`config.mk`:
```
export PLATFORM = sky130hd
export DESIGN_NAME = dma_cfg_seq
export DESIGN_NICKNAME = d
export VERILOG_FILES = /design/src/rtl/dma_cfg_seq.sv
export SDC_FILE = /design/constraint.sdc
export NUM_CORES = 1
export LEC_CHECK = 0
export CAP_MARGIN = 0
export CORE_UTILIZATION = 55
export DETAILED_ROUTE_END_ITERATION = 10
export PLACE_DENSITY = 0.79
export SYNTH_ARGS = -nofsm -noshare
export SYNTH_HDL_FRONTEND = slang
export SYNTH_SLANG_ARGS = --single-unit
```
`constraint.sdc`:
```
create_clock -name i_clk -period 4.6 [get_ports i_clk]
set_input_delay 0.69 -clock i_clk [delete_from_list [all_inputs] [get_ports i_clk]]
set_output_delay 0.69 -clock i_clk [all_outputs]
set_load 0.05 [all_outputs]
```
`src/rtl/dma_cfg_seq.sv`:
```
// DMA programming master: queued descriptors become SRC/DST/LEN/START writes.
// Define DMA_CFG_SEQ_BRESP_CHECK_EN to abort a descriptor on a non-OKAY write response.
module dma_cfg_seq #(
    parameter int          NUM_CH     = 4,
    parameter int          DESC_DEPTH = 4,
    parameter logic [31:0] CH_STRIDE  = 32'h200,
    localparam int         CH_W       = (NUM_CH > 1) ? $clog2(NUM_CH) : 1
) (
    input  logic              i_clk,
    input  logic              i_rst,
    input  logic [CH_W+95:0]  i_desc_msg,
    input  logic              i_desc_val,
    output logic              o_desc_rdy,
    output logic [43:0]       o_aw_msg,
    output logic              o_aw_val,
    input  logic              i_aw_rdy,
    output logic [72:0]       o_w_msg,
    output logic              o_w_val,
    input  logic              i_w_rdy,
    input  logic [5:0]        i_b_msg,
    input  logic              i_b_val,
    output logic              o_b_rdy,
    input  logic [CH_W-1:0]   i_done_msg,
    input  logic              i_done_val,
    output logic              o_done_rdy,
    output logic [NUM_CH-1:0] o_busy,
    output logic [15:0]       o_done_cnt,
    output logic [7:0]        o_err_cnt
);
    localparam int          PW  = $clog2(DESC_DEPTH);
    localparam int          NX  = 1 << CH_W;
    localparam logic [CH_W:0] NCH = NUM_CH[CH_W:0];

    typedef enum logic [1:0] {S_IDLE, S_AW, S_W, S_B} state_t;

    logic [CH_W+95:0] r_mem [DESC_DEPTH];
    logic [PW:0]      r_wp, r_rp;
    state_t           r_state, w_state_nx;
    logic [1:0]       r_idx, w_idx_nx;
    logic [CH_W-1:0]  r_ch, w_ch_nx;
    logic [31:0]      r_src, r_dst, r_len;
    logic             r_aw_val, r_w_val, r_b_rdy;
    logic [43:0]      r_aw_msg;
    logic [72:0]      r_w_msg;
    logic [NUM_CH-1:0] r_busy, w_busy_nx;
    logic [15:0]      r_done_cnt;
    logic [7:0]       r_err_cnt;

    logic             w_empty, w_full, w_push, w_pop, w_load;
    logic [CH_W+95:0] w_head;
    logic [CH_W-1:0]  w_head_ch;
    logic             w_head_ok;
    logic [NX-1:0]    w_busy_x;
    logic             w_drop_len0, w_drop_bad, w_set, w_resp_err, w_resp_bad;
    logic             w_done_hit, w_done_spur;
    logic [31:0]      w_addr, w_data;
    logic [1:0]       w_err_inc;
    logic [8:0]       w_err_sum;
    logic             w_unused;

    assign w_empty   = (r_wp == r_rp);
    assign w_full    = (r_wp[PW] != r_rp[PW]) && (r_wp[PW-1:0] == r_rp[PW-1:0]);
    assign w_push    = i_desc_val && o_desc_rdy;
    assign w_head    = r_mem[r_rp[PW-1:0]];
    assign w_head_ch = w_head[CH_W+95:96];
    assign w_head_ok = {1'b0, w_head_ch} < NCH;
    assign w_unused  = ^i_b_msg;

`ifdef DMA_CFG_SEQ_BRESP_CHECK_EN
    assign w_resp_bad = |i_b_msg[1:0];
`else
    assign w_resp_bad = 1'b0;
`endif

    always_comb begin
        w_busy_x = '0;
        w_busy_x[NUM_CH-1:0] = r_busy;
    end

    always_comb begin
        w_state_nx  = r_state;
        w_idx_nx    = r_idx;
        w_ch_nx     = r_ch;
        w_pop       = 1'b0;
        w_load      = 1'b0;
        w_drop_len0 = 1'b0;
        w_drop_bad  = 1'b0;
        w_set       = 1'b0;
        w_resp_err  = 1'b0;
        unique case (r_state)
            S_IDLE: if (!w_empty) begin
                if (!w_head_ok) begin
                    w_pop      = 1'b1;
                    w_drop_bad = 1'b1;
                end else if (w_head[95:64] == 32'd0) begin
                    w_pop       = 1'b1;
                    w_drop_len0 = 1'b1;
                end else if (!w_busy_x[w_head_ch]) begin
                    w_pop      = 1'b1;
                    w_load     = 1'b1;
                    w_ch_nx    = w_head_ch;
                    w_idx_nx   = 2'd0;
                    w_state_nx = S_AW;
                end
            end
            S_AW: if (i_aw_rdy) w_state_nx = S_W;
            S_W:  if (i_w_rdy) w_state_nx = S_B;
            S_B: if (i_b_val) begin
                if (w_resp_bad) begin
                    w_resp_err = 1'b1;
                    w_state_nx = S_IDLE;
                end else if (r_idx != 2'd3) begin
                    w_idx_nx   = r_idx + 2'd1;
                    w_state_nx = S_AW;
                end else begin
                    w_set      = 1'b1;
                    w_state_nx = S_IDLE;
                end
            end
            default: w_state_nx = S_IDLE;
        endcase
    end

    // Address is formed from next-state index so it is ready with aw_val.
    assign w_addr = 32'(w_ch_nx) * CH_STRIDE + {23'd0, w_idx_nx, 7'd0};

    always_comb begin
        unique case (r_idx)
            2'd0:    w_data = r_src;
            2'd1:    w_data = r_dst;
            2'd2:    w_data = r_len;
            default: w_data = 32'd1;
        endcase
    end

    assign w_done_hit  = i_done_val && w_busy_x[i_done_msg];
    assign w_done_spur = i_done_val && !w_busy_x[i_done_msg];

    // Clear applied before set, so a same-cycle START on the channel wins.
    always_comb begin
        w_busy_nx = r_busy;
        for (int c = 0; c < NUM_CH; c++) begin
            if (w_done_hit && i_done_msg == CH_W'(c)) w_busy_nx[c] = 1'b0;
            if (w_set && r_ch == CH_W'(c)) w_busy_nx[c] = 1'b1;
        end
    end

    assign w_err_inc = {1'b0, w_drop_bad} + {1'b0, w_resp_err} + {1'b0, w_done_spur};
    assign w_err_sum = {1'b0, r_err_cnt} + {7'd0, w_err_inc};

    always_ff @(posedge i_clk) begin
        if (w_push) r_mem[r_wp[PW-1:0]] <= i_desc_msg;
    end

    always_ff @(posedge i_clk) begin
        if (i_rst) begin
            r_wp       <= '0;
            r_rp       <= '0;
            r_state    <= S_IDLE;
            r_idx      <= '0;
            r_ch       <= '0;
            r_src      <= '0;
            r_dst      <= '0;
            r_len      <= '0;
            r_aw_val   <= 1'b0;
            r_w_val    <= 1'b0;
            r_b_rdy    <= 1'b0;
            r_aw_msg   <= '0;
            r_w_msg    <= '0;
            r_busy     <= '0;
            r_done_cnt <= '0;
            r_err_cnt  <= '0;
        end else begin
            if (w_push) r_wp <= r_wp + 1'b1;
            if (w_pop)  r_rp <= r_rp + 1'b1;
            if (w_load) begin
                r_src <= w_head[31:0];
                r_dst <= w_head[63:32];
                r_len <= w_head[95:64];
            end
            r_state    <= w_state_nx;
            r_idx      <= w_idx_nx;
            r_ch       <= w_ch_nx;
            r_aw_val   <= (w_state_nx == S_AW);
            r_w_val    <= (w_state_nx == S_W);
            r_b_rdy    <= (w_state_nx == S_B);
            r_aw_msg   <= (w_state_nx == S_AW) ? {12'd0, w_addr} : '0;
            r_w_msg    <= (w_state_nx == S_W) ? {8'hFF, 1'b1, 32'd0, w_data} : '0;
            r_busy     <= w_busy_nx;
            r_done_cnt <= r_done_cnt + {15'd0, w_drop_len0} + {15'd0, w_done_hit};
            r_err_cnt  <= w_err_sum[8] ? 8'hFF : w_err_sum[7:0];
        end
    end

    assign o_desc_rdy = !w_full && !i_rst;
    assign o_aw_val   = r_aw_val;
    assign o_aw_msg   = r_aw_msg;
    assign o_w_val    = r_w_val;
    assign o_w_msg    = r_w_msg;
    assign o_b_rdy    = r_b_rdy;
    assign o_done_rdy = 1'b1;
    assign o_busy     = r_busy;
    assign o_done_cnt = r_done_cnt;
    assign o_err_cnt  = r_err_cnt;
endmodule

```
==> flow_summary.toml <==
[power_and_ir_drop]
ir_worst_vdd_v = 0.000526
combPwrFrac_pct = 20.5
clkPwrFrac_pct = 33.8
switchingPower_mw = 3.95
powerDensity_mw_per_mm2 = 532
swShare_pct = 28.6
intPower_mw = 9.88
p_leak_nw = 8.54
p_seq_share_pct = 45.7
power.total_mw = 13.8

[finish]
drive_above_1_share_pct = 13.4
fill_cells = 2638
syn_to_final_growth_pct = 17.7
stdcell_count = 2192
layout.nets = 1747
post-route-util_pct = 65.6
final_cell_area_mm2 = 0.0260

[drt]
drt_wl_total_um = 50200
drt-pass1-iter-count = 5
drt_iter0_drc = 1303
drcViolationCount = 0
antenna_left = 0
routed_via_density = 5.96
dr_total_vias = 13100
routedWlPerCell_um = 22.9

[global_route]
grt_remaining_overflow = 0
antenna_found_initial = 5
grt_pass1_wl_um = 75800
grt_max_degree = 107
grt_util_all_layers_pct = 24.6
grt_pass1_vias = 12700

[worst_setup_path]
critical_path.top_delay_family = "simple AND/OR/NAND/NOR gates"
timing.critical_path.buf_inv = 1
worstPathCellList = "buf_12, mux4_2, nor4_1, nand4_1, nor3_1, fa_1, ha_1, nand4_1, or3_1, a21oi_1"
worstSetupEndpointType = "register"
r2r_end = "o_done_cnt[12]$_SDFF_PP0_"
max_stage_delay_ns = 0.66
rr_worst_depth = 10
arrival_ns = 4.72
crit_fanout = 18
crit_top_cell = "nand4_1"
ff2ff_setup_slack_ns = 0.41
cp-start-kind = "register"
crit_path_top_delay_cell = "nor4_1"
timing.setup.critical_path_class = "reg2reg"
cp.required_ns = 5.12

[die]
ios = 263
die_w_um = 202
die_height_um = 202
fp-row-count = 73
die_area_mm2 = 0.0410
initial_core_util_pct = 55.8
coreArea_mm2 = 0.0396

[timing]
drv_slew = 0
finalCriticalPeriod_ns = 4.19
fin_skew_ns = 0.0199
fmax_ghz = 0.239
fin_crit_sh_pct = 91.1
setup_viol = 0
slew_headroom_pct = 24.5
worst_pin_slew_ns = 1.13
fin_setup_tns_ns = 0
worst_hold_slack_ns = 0.484
finalHoldViolations = 0
setup_ws_ns = 0.407
rsz0062_at_grt = "no"

[flow_run]
cap_viol_max_count = 0

[min_path]
min_path_cells = 2
min_to = "r_len[15]$_SDFFE_PP0P_"
hp-class = "reg2reg"
min-delay-start = "r_len[15]$_SDFFE_PP0P_"

[placed_design]
dp_hpwl_um = 30200
pre_cts_slack_ns = 0.496
io_buffer_count = 183
dp_cells = 2090
dpl_cell_area_mm2 = 0.0241
gp_congestion = 0.826

[clock_network]
post_cts_buffers = 0
cts.reportedPaths.clkPinSlew_ns = 0.06
cts_num_sinks = 569
cts_buffers = 54
cts_max_level = 2
clk_latency_ns = 0.60
ctsResizeCount = 0
cts_buffer_depth = 3
tritoncts = "built"
cts.hold.buffers_added = 0
cts_root_buf = "clkbuf_16"

[synthesis]
synth_warnings = 0
ys_ff_latch = 569
netlist_area_mm2 = 0.0221
synth_flop_cell = "edfxtp_1"
synth-seq-area-share_pct = 69.3
synthCells = 1472
synth_edf_count = 392
synthArstFlopShare_pct = 0
synth_cell_types = 50
synth_area_per_cell_um2 = 15.0

[status]
status = "complete, no violations"
-- cell families after synthesis --
group           after synthesis  share of synthesized area, %
buf+inv                     190                          4.95
other cells                   2                        0.0340
flops                       569                          69.3
simple gates                263                          5.75
fa+ha+maj                    13                         0.770
mux                         135                          11.7
compound gates              279                          6.65
xor+xnor                     21                         0.832
-- worst register-to-register path, cell delays in order, from the launching register on --
cell	delay, ns
dfxtp_4	0.58
buf_12	0.25
mux4_2	0.57
nor4_1	0.66
nand4_1	0.31
nor3_1	0.48
fa_1	0.28
ha_1	0.26
nand4_1	0.23
or3_1	0.36
a21oi_1	0.13
-- flip-flops by register name (all words and copies together) (netlist names), named ones only --
| name | cells |
|---|---|
| o_busy | 4 |
| o_b_rdy | 1 |
| r_dst | 32 |
| r_src | 32 |
| o_aw_val | 1 |
| o_w_msg | 33 |
| o_done_cnt | 16 |
| r_rp | 3 |
| r_wp | 3 |
| o_err_cnt | 8 |
| o_aw_msg | 4 |
| r_mem | 392 |
| r_ch | 2 |
| r_len | 32 |
| r_state | 2 |
| r_idx | 2 |
-- layout make-up --
class	count	area (µm²)	area share, %
Sequential cell	569	15300	58.9
Multi-Input combinational cell	784	6020	23.2
Timing Repair Buffer	202	2070	7.96
Clock buffer	75	1580	6.09
Tap cell	525	657	2.53
Clock inverter	26	313	1.20
Inverter	10	37.5	0.144
Antenna cell	1	2.50	0.00962
-- placed cells by master (no fill, tap or decap), types with 57 or more instances in the layout --
master and n:
conb_1 73, dfxtp_1 174, clkdlybuf4s50_1 182, a21oi_1 152, nand3_1 108, mux4_2 99, nor2_1 88, o21ai_1 80
edfxtp_1 392, clkbuf_16 57
-- how the worst max path moves through the flow --
stage / start / end / slack (ns) / depth (start not counted)
after global placement: register / o_done_cnt[12]$_SDFF_PP0_ / 0.66 / 10
final: register / o_done_cnt[12]$_SDFF_PP0_ / 0.41 / 10
after detailed placement: register / o_done_cnt[12]$_SDFF_PP0_ / 0.50 / 10
after global routing: register / o_done_cnt[12]$_SDFF_PP0_ / 0.28 / 10
after floorplan: i_rst / r_mem[3][0]$_DFFE_PP_ / 0.93 / 3
after CTS: register / o_done_cnt[12]$_SDFF_PP0_ / 0.46 / 10
-- synth_stat cells, types with 2 or more instances --
cell type,count,area (µm²)
a21oi_1,152,761
a32oi_1,2,17.5
and2_1,4,25.0
and3_1,13,81.3
and4_1,3,26.3
buf_1,23,86.3
buf_2,11,55.1
buf_4,92,691
buf_6,3,33.8
clkbuf_1,51,191
conb_1,2,7.51
dfxtp_1,177,3540
edfxtp_1,392,11800
ha_1,12,150
inv_1,10,37.5
mux2_2,2,22.5
mux2i_1,34,340
mux4_2,99,2230
nand2_1,13,48.8
nand2b_1,2,12.5
nand3_1,108,541
nand3b_1,2,15.0
nand4_1,6,37.5
nor2_1,88,330
nor2b_1,7,43.8
nor3_1,3,15.0
nor4_1,8,50.1
o211ai_1,4,30.0
o21ai_0,23,115
o21ai_1,81,405
o22ai_1,4,25.0
o31ai_1,2,15.0
or3_1,3,18.8
xnor2_1,7,61.3
xor2_1,14,123
-- power by group through the flow --
stage               clock network, mW  registers (mW)  logic (mW)
floorplan                           0            6.29        2.08
global placement                    0            6.39        2.74
detailed placement                  0            6.41        2.80
CTS                              4.72            6.32        2.83
global route                     4.90            6.36        3.05
finish                           4.67            6.33        2.83
-- routing by layer --
layer | vias to the layer above | wire length, µm | track usage, %
li1 | 5743 | - | -
met1 | 6605 | 20100 | 33.0
met2 | 615 | 25000 | 40.5
met3 | 97 | 3450 | 4.19
met4 | 8 | 1580 | 9.10
met5 | - | 47 | 0
(Power assumes the default switching activity.)
